`src/rtl/keypad_pkg.sv`:
```
// Shared types and key map for the matrix-keypad emulator.
// The map is row-major: 1 2 3 A / 4 5 6 B / 7 8 9 C / E(*) 0 F(#) D.
package keypad_pkg;

  typedef enum logic [1:0] {
    IDLE,
    PRESS,
    RELEASE
  } state_e;

  localparam logic [3:0] ROWS_IDLE = 4'hF;

  // Indexed by hex code 0..F.
  localparam logic [1:0] KEY_ROW [16] = '{
    2'd3, 2'd0, 2'd0, 2'd0,   // 0 1 2 3
    2'd1, 2'd1, 2'd1, 2'd2,   // 4 5 6 7
    2'd2, 2'd2, 2'd0, 2'd1,   // 8 9 A B
    2'd2, 2'd3, 2'd3, 2'd3    // C D E F
  };

  localparam logic [1:0] KEY_COL [16] = '{
    2'd1, 2'd0, 2'd1, 2'd2,   // 0 1 2 3
    2'd0, 2'd1, 2'd2, 2'd0,   // 4 5 6 7
    2'd1, 2'd2, 2'd3, 2'd3,   // 8 9 A B
    2'd3, 2'd3, 2'd0, 2'd2    // C D E F
  };

endpackage

```
`src/rtl/keypad_emu_matrix.sv`:
```
// Passive switch model: a closed contact ties the key's row low whenever
// the scanner pulls that key's column low. Purely combinational.
module keypad_emu_matrix
  import keypad_pkg::*;
(
  input  logic [3:0] cols,
  input  logic       contact,
  input  logic [3:0] code,
  output logic [3:0] rows
);

  logic [3:0] hit;
  logic       col_low;

  assign col_low = ~cols[KEY_COL[code]];

  genvar gi;
  generate
    for (gi = 0; gi < 4; gi++) begin : g_row
      assign hit[gi] = contact && (KEY_ROW[code] == 2'(gi)) && col_low;
    end
  endgenerate

  assign rows = ROWS_IDLE & ~hit;

endmodule

```
`src/rtl/keypad_emulator.sv`:
```
// Keypad responder: presses each submitted hex key for HOLD_CYCLES, then
// releases it for RELEASE_CYCLES. Optional contact bounce: KEYPAD_EMU_BOUNCE_EN.
module keypad_emulator
  import keypad_pkg::*;
#(
  parameter int HOLD_CYCLES    = 2000000,
  parameter int RELEASE_CYCLES = 2000000,
  parameter int BOUNCE_CYCLES  = 50000,
  parameter int BOUNCE_PERIOD  = 5000
) (
  input  logic       CLK,
  input  logic       RESET,
  input  logic [3:0] KEY_CODE,
  input  logic       KEY_VALID,
  output logic       KEY_READY,
  input  logic [3:0] COLS,
  output logic [3:0] ROWS,
  output logic       BUSY,
  output logic       DONE
);

  localparam int MAX_CYCLES = (HOLD_CYCLES > RELEASE_CYCLES) ? HOLD_CYCLES : RELEASE_CYCLES;
  localparam int CW         = $clog2(MAX_CYCLES + 1);

  generate
    if (HOLD_CYCLES < 1) begin : g_bad_hold
      $error("keypad_emulator: HOLD_CYCLES must be at least 1");
    end
    if (RELEASE_CYCLES < 1) begin : g_bad_release
      $error("keypad_emulator: RELEASE_CYCLES must be at least 1");
    end
    if (BOUNCE_PERIOD < 1 || BOUNCE_CYCLES < 0) begin : g_bad_bounce
      $error("keypad_emulator: BOUNCE_PERIOD must be positive, BOUNCE_CYCLES non-negative");
    end
  endgenerate

  state_e        state_reg, state_next;
  logic [CW-1:0] cnt_reg, cnt_next;
  logic [3:0]    code_reg, code_next;
  logic          done;
  logic          contact;

  always_ff @(posedge CLK) begin
    if (!RESET) begin
      state_reg <= IDLE;
      cnt_reg   <= '0;
      code_reg  <= 4'h0;
    end else begin
      state_reg <= state_next;
      cnt_reg   <= cnt_next;
      code_reg  <= code_next;
    end
  end

  always_comb begin
    state_next = state_reg;
    cnt_next   = cnt_reg;
    code_next  = code_reg;
    done       = 1'b0;
    case (state_reg)
      IDLE: begin
        if (KEY_VALID) begin
          code_next  = KEY_CODE;
          cnt_next   = '0;
          state_next = PRESS;
        end
      end
      PRESS: begin
        if (cnt_reg == CW'(HOLD_CYCLES - 1)) begin
          cnt_next   = '0;
          state_next = RELEASE;
        end else begin
          cnt_next = cnt_reg + 1'b1;
        end
      end
      RELEASE: begin
        if (cnt_reg == CW'(RELEASE_CYCLES - 1)) begin
          cnt_next   = '0;
          state_next = IDLE;
          done       = 1'b1;
        end else begin
          cnt_next = cnt_reg + 1'b1;
        end
      end
      default: state_next = IDLE;
    endcase
  end

`ifdef KEYPAD_EMU_BOUNCE_EN
  localparam int MIN_CYCLES = (HOLD_CYCLES < RELEASE_CYCLES) ? HOLD_CYCLES : RELEASE_CYCLES;
  localparam int BW         = (BOUNCE_PERIOD > 1) ? $clog2(BOUNCE_PERIOD) : 1;

  generate
    if (BOUNCE_CYCLES >= MIN_CYCLES) begin : g_bad_window
      $error("keypad_emulator: BOUNCE_CYCLES must be below both phase lengths");
    end
  endgenerate

  logic [BW-1:0] bp_cnt_reg;
  logic          flip_reg;
  logic          in_window;

  // Phase restarts on every state change so each window begins at nominal.
  always_ff @(posedge CLK) begin
    if (!RESET) begin
      bp_cnt_reg <= '0;
      flip_reg   <= 1'b0;
    end else if (state_next != state_reg) begin
      bp_cnt_reg <= '0;
      flip_reg   <= 1'b0;
    end else if (bp_cnt_reg == BW'(BOUNCE_PERIOD - 1)) begin
      bp_cnt_reg <= '0;
      flip_reg   <= ~flip_reg;
    end else begin
      bp_cnt_reg <= bp_cnt_reg + 1'b1;
    end
  end

  assign in_window = (state_reg != IDLE) && (cnt_reg < CW'(BOUNCE_CYCLES));
  assign contact   = (state_reg == PRESS) ^ (in_window & flip_reg);
`else
  assign contact = (state_reg == PRESS);
`endif

  keypad_emu_matrix u_matrix (
    .cols    (COLS),
    .contact (contact),
    .code    (code_reg),
    .rows    (ROWS)
  );

  assign KEY_READY = (state_reg == IDLE);
  assign BUSY      = ~KEY_READY;
  assign DONE      = done;

endmodule

```
`config.mk`:
```
export PLATFORM = sky130hd
export DESIGN_NAME = keypad_emulator
export DESIGN_NICKNAME = d
export VERILOG_FILES = /design/src/rtl/keypad_pkg.sv /design/src/rtl/keypad_emu_matrix.sv /design/src/rtl/keypad_emulator.sv
export SDC_FILE = /design/constraint.sdc
export NUM_CORES = 1
export LEC_CHECK = 0
export BUFFER_PORTS_ARGS = -buffer_cell sky130_fd_sc_hd__buf_2
export CORE_MARGIN = 3
export CORE_UTILIZATION = 35
export CTS_CLUSTER_DIAMETER = 80
export DETAILED_ROUTE_END_ITERATION = 8
export PLACE_DENSITY = 0.57
export SLEW_MARGIN = 30
export SYNTH_ARGS = -nofsm -noshare
export SYNTH_HDL_FRONTEND = slang
export SYNTH_SLANG_ARGS = --single-unit
```
`constraint.sdc`:
```
create_clock -name CLK -period 2 [get_ports CLK]
set_input_delay 0.1 -clock CLK [delete_from_list [all_inputs] [get_ports CLK]]
set_output_delay 0.1 -clock CLK [all_outputs]
set_load 0.005 [all_outputs]
```
==> key figures, run 1 <==
Status
  • Status: complete, no violations

Critical path
  • Buffers plus inverters on the worst setup path: 0
  • Highest-delay cell along the critical path: or3_1
  • Most used cell, CP: or3_1
  • Worst path top cell family by delay: simple AND/OR/NAND/NOR gates
  • R2r worst-path depth: 6
  • Worst EP required: 2.17 ns
  • Startpoint type of the worst setup path: register
  • R2r setup slk: 0.10 ns
  • Setup CP Type: register to register
  • Worst R2R End: cnt_reg[20]
  • Crit path DAT: 2.06 ns
  • Critical path peak fanout: 8
  • Crit-path max cell delay: 0.55 ns
  • FF-to-FF Start: cnt_reg[1]
  • CP endpoint kind: register
  • CP Cell Sequence: ha_1 > nand3_2 > or3_1 > or3_1 > nand4_1 > nand3_1

Drt
  • Vias: 1755
  • DRT iter0 DRCs: 85
  • Antenna viol nets, final: 0
  • DR WL/cell: 13.4 µm
  • Final routed DRC violation total: 0
  • Vias/cell: 5.42
  • Final WL: 4.34 mm
  • Drt pass-1 iters: 5

GRT
  • First-pass GRT wire length: 7.44 mm
  • Antenna violations before repair: 0
  • Total track usage: 14.8%
  • Global route total overflow: 0
  • Vias in the first global route: 1565
  • Largest net degree at the start of global routing: 20

Synth
  • Avg Inst Size Synth: 7.82 µm²
  • Synth area leaders: dfxtp_1 30%, nand3_1 5.8%, nand2_1 5.4%, nor2_1 3.7%, xnor2_1 3.4%
  • Synth Register Bits: 27
  • Count leader, synth: dfxtp_1
  • Synth Cell Area: 1810 µm²
  • Main synth FF type: dfxtp_1
  • Post-synthesis async set-or-reset flop share: 0%
  • Commonest cells post-synth: 27 x dfxtp_1, 26 x nand2_1, 21 x nand3_1
  • Syn Inst Count: 231
  • Synth unique cells: 48
  • Syn_nets: 246
  • Ys Warns: 0
  • Seq/Total Area, Yosys: 29.9%
  • Number of synthesized flops with an enable pin: 0
  • Top cell type's share of synthesized area: 29.9%
  • Area leader, netlist: dfxtp_1

Floorplan
  • Rows: 25
  • CORE AREA: 4850 µm²
  • Die Area: 6060 µm²
  • Die H: 77.8 µm
  • Starting Density: 37.2%
  • DIE WIDTH: 77.8 µm
  • I/O pin count: 18

STA
  • Minimum clock period: 1.90 ns
  • FMAX: 527 MHz
  • Fin. max-slew vios: 0
  • Max_slew headroom: 75.0%
  • RSZ-0062 raised after global routing: no
  • Final setup TNS: 0 ns
  • Setup Viol. Count Final: 0
  • Clock Skew: 0.00177 ns
  • Least-Margin Pin Slew: 0.372 ns
  • Final hold vios: 0
  • Final period util: 95.0%

Clock network
  • Clk_lat worst skew: 0.27 ns
  • CTS tree: built
  • Post-CTS Hold Buffers: 0
  • Clock tree sinks: 27
  • Root buffer cell: clkbuf_8
  • Clk buf depth: 2
  • Setup Buffers After CTS: 0
  • Num CTS Buffers: 3
  • Clock Pin Slew Worst Setup and Hold Paths: 0.09 ns
  • CTS H-tree depth: 1

Cells and area
  • # fillers: 503
  • Share of cells above drive strength 1: 23.7%
  • Largest register FFs: 21
  • Final net count: 273
  • Post-layout util: 43.7%
  • Diodes inserted: 0
  • Area Overhead vs Synth: 17.5%

Worst hold path
  • Hold Startpoint: KEY_CODE[3]
  • Min-delay worst type: input pin to register
  • Hold path depth: 3
  • Sink of the worst hold path: code_reg[3]

Pwr
  • Max VDD drop: 0.278 mV
  • Pwr/cell area: 512 nW/µm²
  • Post-route total power: 1.09 mW
  • Total leakage power: 0.721 nW

Placed design
  • RePlAce Congestion: 0.861
  • DP Wirelength: 3.31 mm
  • Number of port buffers: 17

Job
  • Max Cap Violations: 0
[where the power goes]
part           internal [mW]  total [mW]  switching [mW]
Sequential             0.547       0.555         0.00833
Combinational         0.0917       0.218           0.126
Clock                  0.143       0.312           0.169
[how the worst max path moves through the flow]
stage                 startpoint     endpoint  slack (ns)  depth (start not counted)
global placement    state_reg[1]  cnt_reg[11]        0.08                          7
global route         code_reg[3]      ROWS[1]       0.005                          6
floorplan           state_reg[1]  cnt_reg[17]        0.11                          8
finish                cnt_reg[1]  cnt_reg[20]        0.10                          6
detailed placement  state_reg[1]  cnt_reg[11]        0.07                          7
CTS                  code_reg[3]      ROWS[2]      0.0002                          6
[worst register-to-register path, cell delays in order (launching register included)]
cell and delay (ns):
dfxtp_1 0.34, ha_1 0.21, nand3_2 0.17, or3_1 0.55, or3_1 0.36, nand4_1 0.10, nand3_1 0.07
[routing by layer]
metal  track usage (%)  routed length, µm
met5                 0                  0
met1              21.3               2140
met3              2.20                248
met2              22.8               1900
met4              4.27                 46
[metrics by stage]
step                hold slack [ns]  setup WS (ns)  instances  area [µm²]
finish                       0.0758          0.101        324        2120
global route                 0.0842        0.00520        324        2120
CTS                          0.0672       0.000216        324        2100
detailed placement            0.372         0.0723        320        2050
global placement              0.374         0.0772        320        2050
floorplan                     0.256          0.110        231        1810
[cell families after synthesis]
logic type	count (synthesis)	share of synthesized area, %
xor+xnor	9	4.37
compound gates	41	15.1
buf+inv	23	5.20
fa+ha+maj	4	2.77
simple gates	120	38.5
mux	7	4.16
flops	27	29.9
[layout make-up]
class | count | area [µm²] | share of cell area [%]
Inverter | 10 | 37.5 | 1.77
Sequential cell | 27 | 542 | 25.5
Multi-Input combinational cell | 181 | 1190 | 56.2
Clock buffer | 4 | 45.0 | 2.12
Tap cell | 67 | 83.8 | 3.95
Timing Repair Buffer | 35 | 220 | 10.4
[cells in the final DEF, fill, tap and decap left out, types with 3 or more instances in the layout]
master    instances
nor2b_1           3
nor3_2            3
nand4_1           6
nor3_1            7
o21ai_0           9
mux2_2            4
nand2b_1          3
buf_4            18
ha_1              4
clkbuf_8          3
a31oi_1           4
a21boi_0          5
nand2_1          26
xnor2_1           7
dfxtp_1          26
nand4b_1          6
nor2_1           18
buf_2            17
nand3_1          21
inv_1            10
mux2i_1           3
nor3b_1           3
a21oi_1           8
or3_1             4
[repair_timing]
item	CTS	global route
endpoints found under the setup margin	4	6
gates resized for setup	3	4
pin swaps	2	2
hold endpoints to repair	0	0
(Power assumes the default switching activity.)
==> run 2: changes to the inputs <==
Settings changed: CORE_UTILIZATION 35 to 40, PLACE_DENSITY 0.57 to 0.63, RECOVER_POWER set to 100.
==> run 2 against run 1 <==
Design area is 0.47% lower. Hold slack worse by 0.0011 ns. Non-clock buffer count is 2 higher. Routed wire length up 1.6%. Clock-buffer cell count unchanged. Combinational power shrank 2%. Via count down 1.7%. Flip-flop and latch count unchanged. Register-to-register slack better by 0.04 ns. Maximum frequency grew 0.72%. Critical endpoint is now ROWS[2]. Largest power group unchanged. Highest routed layer unchanged.
==> key figures, run 2 (synthesized netlist as in run 1, its figures left out) <==
Status
  • Status: complete, no violations

Drt
  • Vias: 1726
  • Final routed DRC violation total: 0
  • Vias/cell: 5.59
  • Antenna viol nets, final: 0
  • DR WL/cell: 14.3 µm
  • Final WL: 4.41 mm
  • DRT iter0 DRCs: 115
  • Drt pass-1 iters: 4

Clock network
  • Root buffer cell: clkbuf_8
  • CTS H-tree depth: 1
  • Clk buf depth: 2
  • CTS tree: built
  • Clock Pin Slew Worst Setup and Hold Paths: 0.09 ns
  • Clk_lat worst skew: 0.27 ns
  • Clock tree sinks: 27
  • Post-CTS Hold Buffers: 0
  • Num CTS Buffers: 3

Critical path
  • Worst R2R End: cnt_reg[17]
  • FF-to-FF Start: cnt_reg[11]
  • R2r worst-path depth: 5
  • Buffers plus inverters on the worst setup path: 2
  • Worst EP required: 1.90 ns
  • Crit-path max cell delay: 0.34 ns
  • Stages on worst setup path: 7
  • Crit path DAT: 1.79 ns
  • Worst path top cell family by delay: compound AO/OA/AOI/OAI gates
  • CP endpoint kind: output port
  • Setup CP Type: register to output port
  • CP Cell Sequence: buf_4 > mux2_2 > o22ai_1 > a221oi_2 > o21ai_2 > nand3_1 > buf_2
  • Worst setup path start: code_reg[1]
  • Critical path peak fanout: 11
  • R2r setup slk: 0.14 ns
  • Highest-delay cell along the critical path: mux2_2
  • CP endpoint: ROWS[2]
  • Startpoint type of the worst setup path: register

Placed design
  • Post-Place Cells: 305
  • RePlAce Congestion: 0.896
  • Pre-CTS setup slack: 0.147 ns
  • Number of port buffers: 17
  • DP Wirelength: 3.28 mm

STA
  • Max_slew headroom: 70.9%
  • Clock Skew: 0.00152 ns
  • FMAX: 530 MHz
  • Final hold vios: 0
  • Least-Margin Pin Slew: 0.436 ns
  • Setup WS post-layout: 0.114 ns
  • Final setup TNS: 0 ns
  • Final period util: 94.3%
  • Setup Viol. Count Final: 0
  • Minimum clock period: 1.89 ns
  • Fin. max-slew vios: 0

Cells and area
  • Share of cells above drive strength 1: 23.2%
  • Largest register FFs: 21
  • Post-layout util: 50.6%
  • Diodes inserted: 0
  • Layout Cells excl Fill: 309
  • Final net count: 275
  • Area Overhead vs Synth: 16.9%
  • Commonest non-fill, non-tap cells in the layout: 26 x nand2_1, 26 x dfxtp_1, 21 x nand3_1

Worst hold path
  • Min-delay worst type: input pin to register

Pwr
  • Total leakage power: 0.740 nW
  • Post-route total power: 1.08 mW
  • Pwr/cell area: 510 nW/µm²
  • Max VDD drop: 0.270 mV

GRT
  • Antenna violations before repair: 0
  • Vias in the first global route: 1564
  • First-pass GRT wire length: 7.46 mm
  • Total track usage: 17.4%
  • Global route total overflow: 0
  • Largest net degree at the start of global routing: 27

Job
  • Max Cap Violations: 0

Floorplan
  • Rows: 23
  • Die Area: 5360 µm²
  • CORE AREA: 4170 µm²
  • Starting Density: 43.3%
  • I/O pin count: 18
  • DIE WIDTH: 73.2 µm
  • Die H: 73.2 µm
[run 2: worst reg2reg max path: cells and delay by family (launching register included)]
family           cells  cell delay [ns]
AO/OA/AOI/OAI        2             0.49
flip-flops           1             0.33
AND/OR/NAND/NOR      3             0.92
[run 2: metal layers]
layer	up-vias	track usage [%]	wire, µm
li1	889	-	-
met1	803	25.4	2140
met2	32	27.3	2040
met3	2	2.89	210
met4	0	2.46	19
met5	-	0	0
[run 2: how the worst min path moves through the flow]
| stage | from | depth (start not counted) | to | slack [ns] |
|---|---|---|---|---|
| final | KEY_CODE[3] | 3 | code_reg[3] | 0.07 |
| after CTS | KEY_CODE[3] | 3 | code_reg[3] | 0.08 |
| after floorplan | KEY_CODE[3] | 2 | code_reg[3] | 0.26 |
| after global placement | KEY_CODE[3] | 3 | code_reg[3] | 0.37 |
| after detailed placement | KEY_CODE[3] | 3 | code_reg[3] | 0.37 |
| after global routing | KEY_CODE[3] | 3 | code_reg[3] | 0.09 |
[run 2: power breakdown]
part / switching (mW) / internal [mW]
logic: 0.128 / 0.0865
registers: 0.00856 / 0.547
clock network: 0.164 / 0.143
total: 0.300 / 0.776
[run 2: cell type report]
type	instances	area (µm²)
Fill cell	407	2060
Tap cell	50	62.6
Sequential cell	27	542
Timing Repair Buffer	37	221
Inverter	10	37.5
Multi-Input combinational cell	181	1200
Clock buffer	4	45.0
[run 2: through the flow]
step | hold slack (ns) | instance area [µm²]
3_5_place_dp | 0.372 | 2050
3_3_place_gp | 0.372 | 2050
2_1_floorplan | 0.256 | 1810
4_1_cts | 0.0823 | 2090
6_report | 0.0747 | 2110
5_1_grt | 0.0889 | 2110
[run 2: timing repair]
action | CTS | global route
pin swaps | 0 | 1
buffers inserted | 0 | 0
resized for setup | 1 | 8
setup endpoints to repair | 4 | 6
==> run 3: changes to the inputs <==
==> constraint.sdc (replaced) <==
create_clock -name CLK -period 2 [get_ports CLK]
set_input_delay 0.4 -clock CLK [delete_from_list [all_inputs] [get_ports CLK]]
set_output_delay 0.4 -clock CLK [all_outputs]
set_load 0.02 [all_outputs]
==> run 3 against run 2 <==
The run now ends with setup timing left. Power up 5.0%. Design area up 7.4%. Critical endpoint is now ROWS[1]. Global-route usage unchanged. Combinational power up 21%. Largest cell class unchanged. Worst setup slack worse by 0.23 ns. Maximum frequency down 11%. Sequential power about the same. Via count up 3.5%. Critical path type unchanged. Critical path depth down 1. Die area unchanged. Cell count up 2.9%.
==> key figures, run 3 (synthesized netlist as in run 1, its figures left out) <==
Status
  • Status: finished with violations
  • Violated checks: setup timing

Critical path
  • CP endpoint kind: output port
  • Worst EP required: 1.60 ns
  • Crit-path max cell delay: 0.53 ns
  • Buffers plus inverters on the worst setup path: 1
  • R2r worst-path depth: 6
  • CP Cell Sequence: or4b_4 > o21ai_2 > a221oi_2 > o21ai_2 > nand3_1 > buf_6
  • Crit path DAT: 1.72 ns
  • Startpoint type of the worst setup path: register
  • Setup CP Type: register to output port
  • Worst R2R End: cnt_reg[5]
  • Highest-delay cell along the critical path: or4b_4
  • FF-to-FF Start: cnt_reg[0]
  • Most used cell, CP: o21ai_2
  • Worst path top cell family by delay: simple AND/OR/NAND/NOR gates
  • Critical path peak fanout: 4
  • R2r setup slk: 0.08 ns

STA
  • Clock Skew: 0.00759 ns
  • Minimum clock period: 2.12 ns
  • Final period util: 106%
  • FMAX: 472 MHz
  • Fin. max-slew vios: 0
  • Setup WS post-layout: -0.117 ns
  • RSZ-0062 raised after global routing: yes
  • Setup Viol. Count Final: 5
  • Max_slew headroom: 73.6%
  • Least-Margin Pin Slew: 0.397 ns
  • Final hold vios: 0

Floorplan
  • DIE WIDTH: 73.2 µm
  • I/O pin count: 18
  • Die Area: 5360 µm²
  • CORE AREA: 4170 µm²
  • Starting Density: 43.3%
  • Die H: 73.2 µm
  • Rows: 23

Drt
  • Vias: 1786
  • Vias/cell: 5.62
  • Drt pass-1 iters: 4
  • DR WL/cell: 14.3 µm
  • Final WL: 4.56 mm
  • DRT iter0 DRCs: 72
  • Antenna viol nets, final: 0
  • Final routed DRC violation total: 0

Cells and area
  • # fillers: 401
  • Commonest non-fill, non-tap cells in the layout: 26 x nand2_1, 23 x dfxtp_1, 22 x buf_4
  • Final net count: 284
  • Cell area after layout: 2270 µm²
  • Share of cells above drive strength 1: 28.4%
  • Commonest non-fill, non-tap cell in the layout: nand2_1
  • Largest register FFs: 21
  • Diodes inserted: 0
  • Area Overhead vs Synth: 25.5%
  • Post-layout util: 54.3%

GRT
  • First-pass GRT wire length: 7.39 mm
  • Antenna violations before repair: 0
  • Vias in the first global route: 1589
  • Largest net degree at the start of global routing: 19
  • Total track usage: 17.4%
  • Global route total overflow: 0

Worst hold path
  • Hold path depth: 3
  • Min-delay worst type: input pin to register
  • Hold Startpoint: KEY_CODE[3]
  • Sink of the worst hold path: code_reg[3]

Pwr
  • Total leakage power: 0.802 nW
  • Max VDD drop: 0.428 mV
  • Pwr/cell area: 499 nW/µm²

Job
  • Max Cap Violations: 0

Clock network
  • Post-CTS Hold Buffers: 0
  • Num CTS Buffers: 3
  • CTS tree: built
  • Root buffer cell: clkbuf_8
  • Clock Pin Slew Worst Setup and Hold Paths: 0.09 ns
  • Clock tree sinks: 27
  • Clk_lat worst skew: 0.28 ns
  • CTS H-tree depth: 1
  • Clk buf depth: 2

Placed design
  • Pre-CTS setup slack: -0.175 ns
  • DP Wirelength: 3.17 mm
  • RePlAce Congestion: 0.810
  • Number of port buffers: 17
  • Area after DPL: 2050 µm²
## run 3: cell types whose count changed in the layout (fill, tap and decap cells not counted), sizes merged
cell	previous run	this run
clkinv	0	1
buf	32	41
clkbuf	9	8
## run 3: metrics by stage
stage	TNS (ns)	instances	power (mW)	hold slack (ns)
global route	-1.74	318	1.18	0.407
detailed placement	-0.683	306	0.783	0.487
CTS	-0.393	313	1.13	0.378
finish	-0.530	318	1.13	0.397
global placement	-0.605	306	0.783	0.486
floorplan	0	231	0.710	0.461
## run 3: worst max-delay path by stage
stage | slack [ns] | cells past startpoint | startpoint | endpoint
after floorplan | 0.01 | 5 | COLS[2] | ROWS[0]
after global placement | -0.15 | 7 | COLS[2] | ROWS[2]
after detailed placement | -0.17 | 7 | COLS[2] | ROWS[2]
after CTS | -0.09 | 7 | code_reg[1] | ROWS[2]
after global routing | -0.20 | 7 | code_reg[2] | ROWS[1]
final | -0.12 | 6 | code_reg[3] | ROWS[1]
## run 3: final cells by class
cell class                      count  area [µm²]  share of cell area (%)
Clock buffer                        3        41.3                    1.82
Timing Repair Buffer               46         337                    14.9
Tap cell                           50        62.6                    2.76
Clock inverter                      1        5.00                   0.221
Multi-Input combinational cell    181        1240                    54.6
Inverter                           10        37.5                    1.66
Sequential cell                    27         546                    24.1
## run 3: repair_timing
item                       in CTS  in global routing
pin swaps                       9                  6
resized for setup              23                 12
setup endpoints to repair       5                  7
setup buffers                   3                  5
gates cloned                    0                  0
## run 3: per-layer routing
metal,global-route usage (%),routed length [µm]
met1,23.5,2210
met2,28.2,2100
met3,2.89,159
met4,5.12,87
met5,0,0
## run 3: power breakdown
group,total (mW),internal [mW],switching (mW)
combinational,0.260,0.109,0.150
clock,0.315,0.140,0.176
sequential,0.555,0.548,0.00776
## run 3: worst min-delay path, stage by stage
cell and delay, ns:
buf_2 0.10, nand3_1 0.06, a21boi_0 0.08
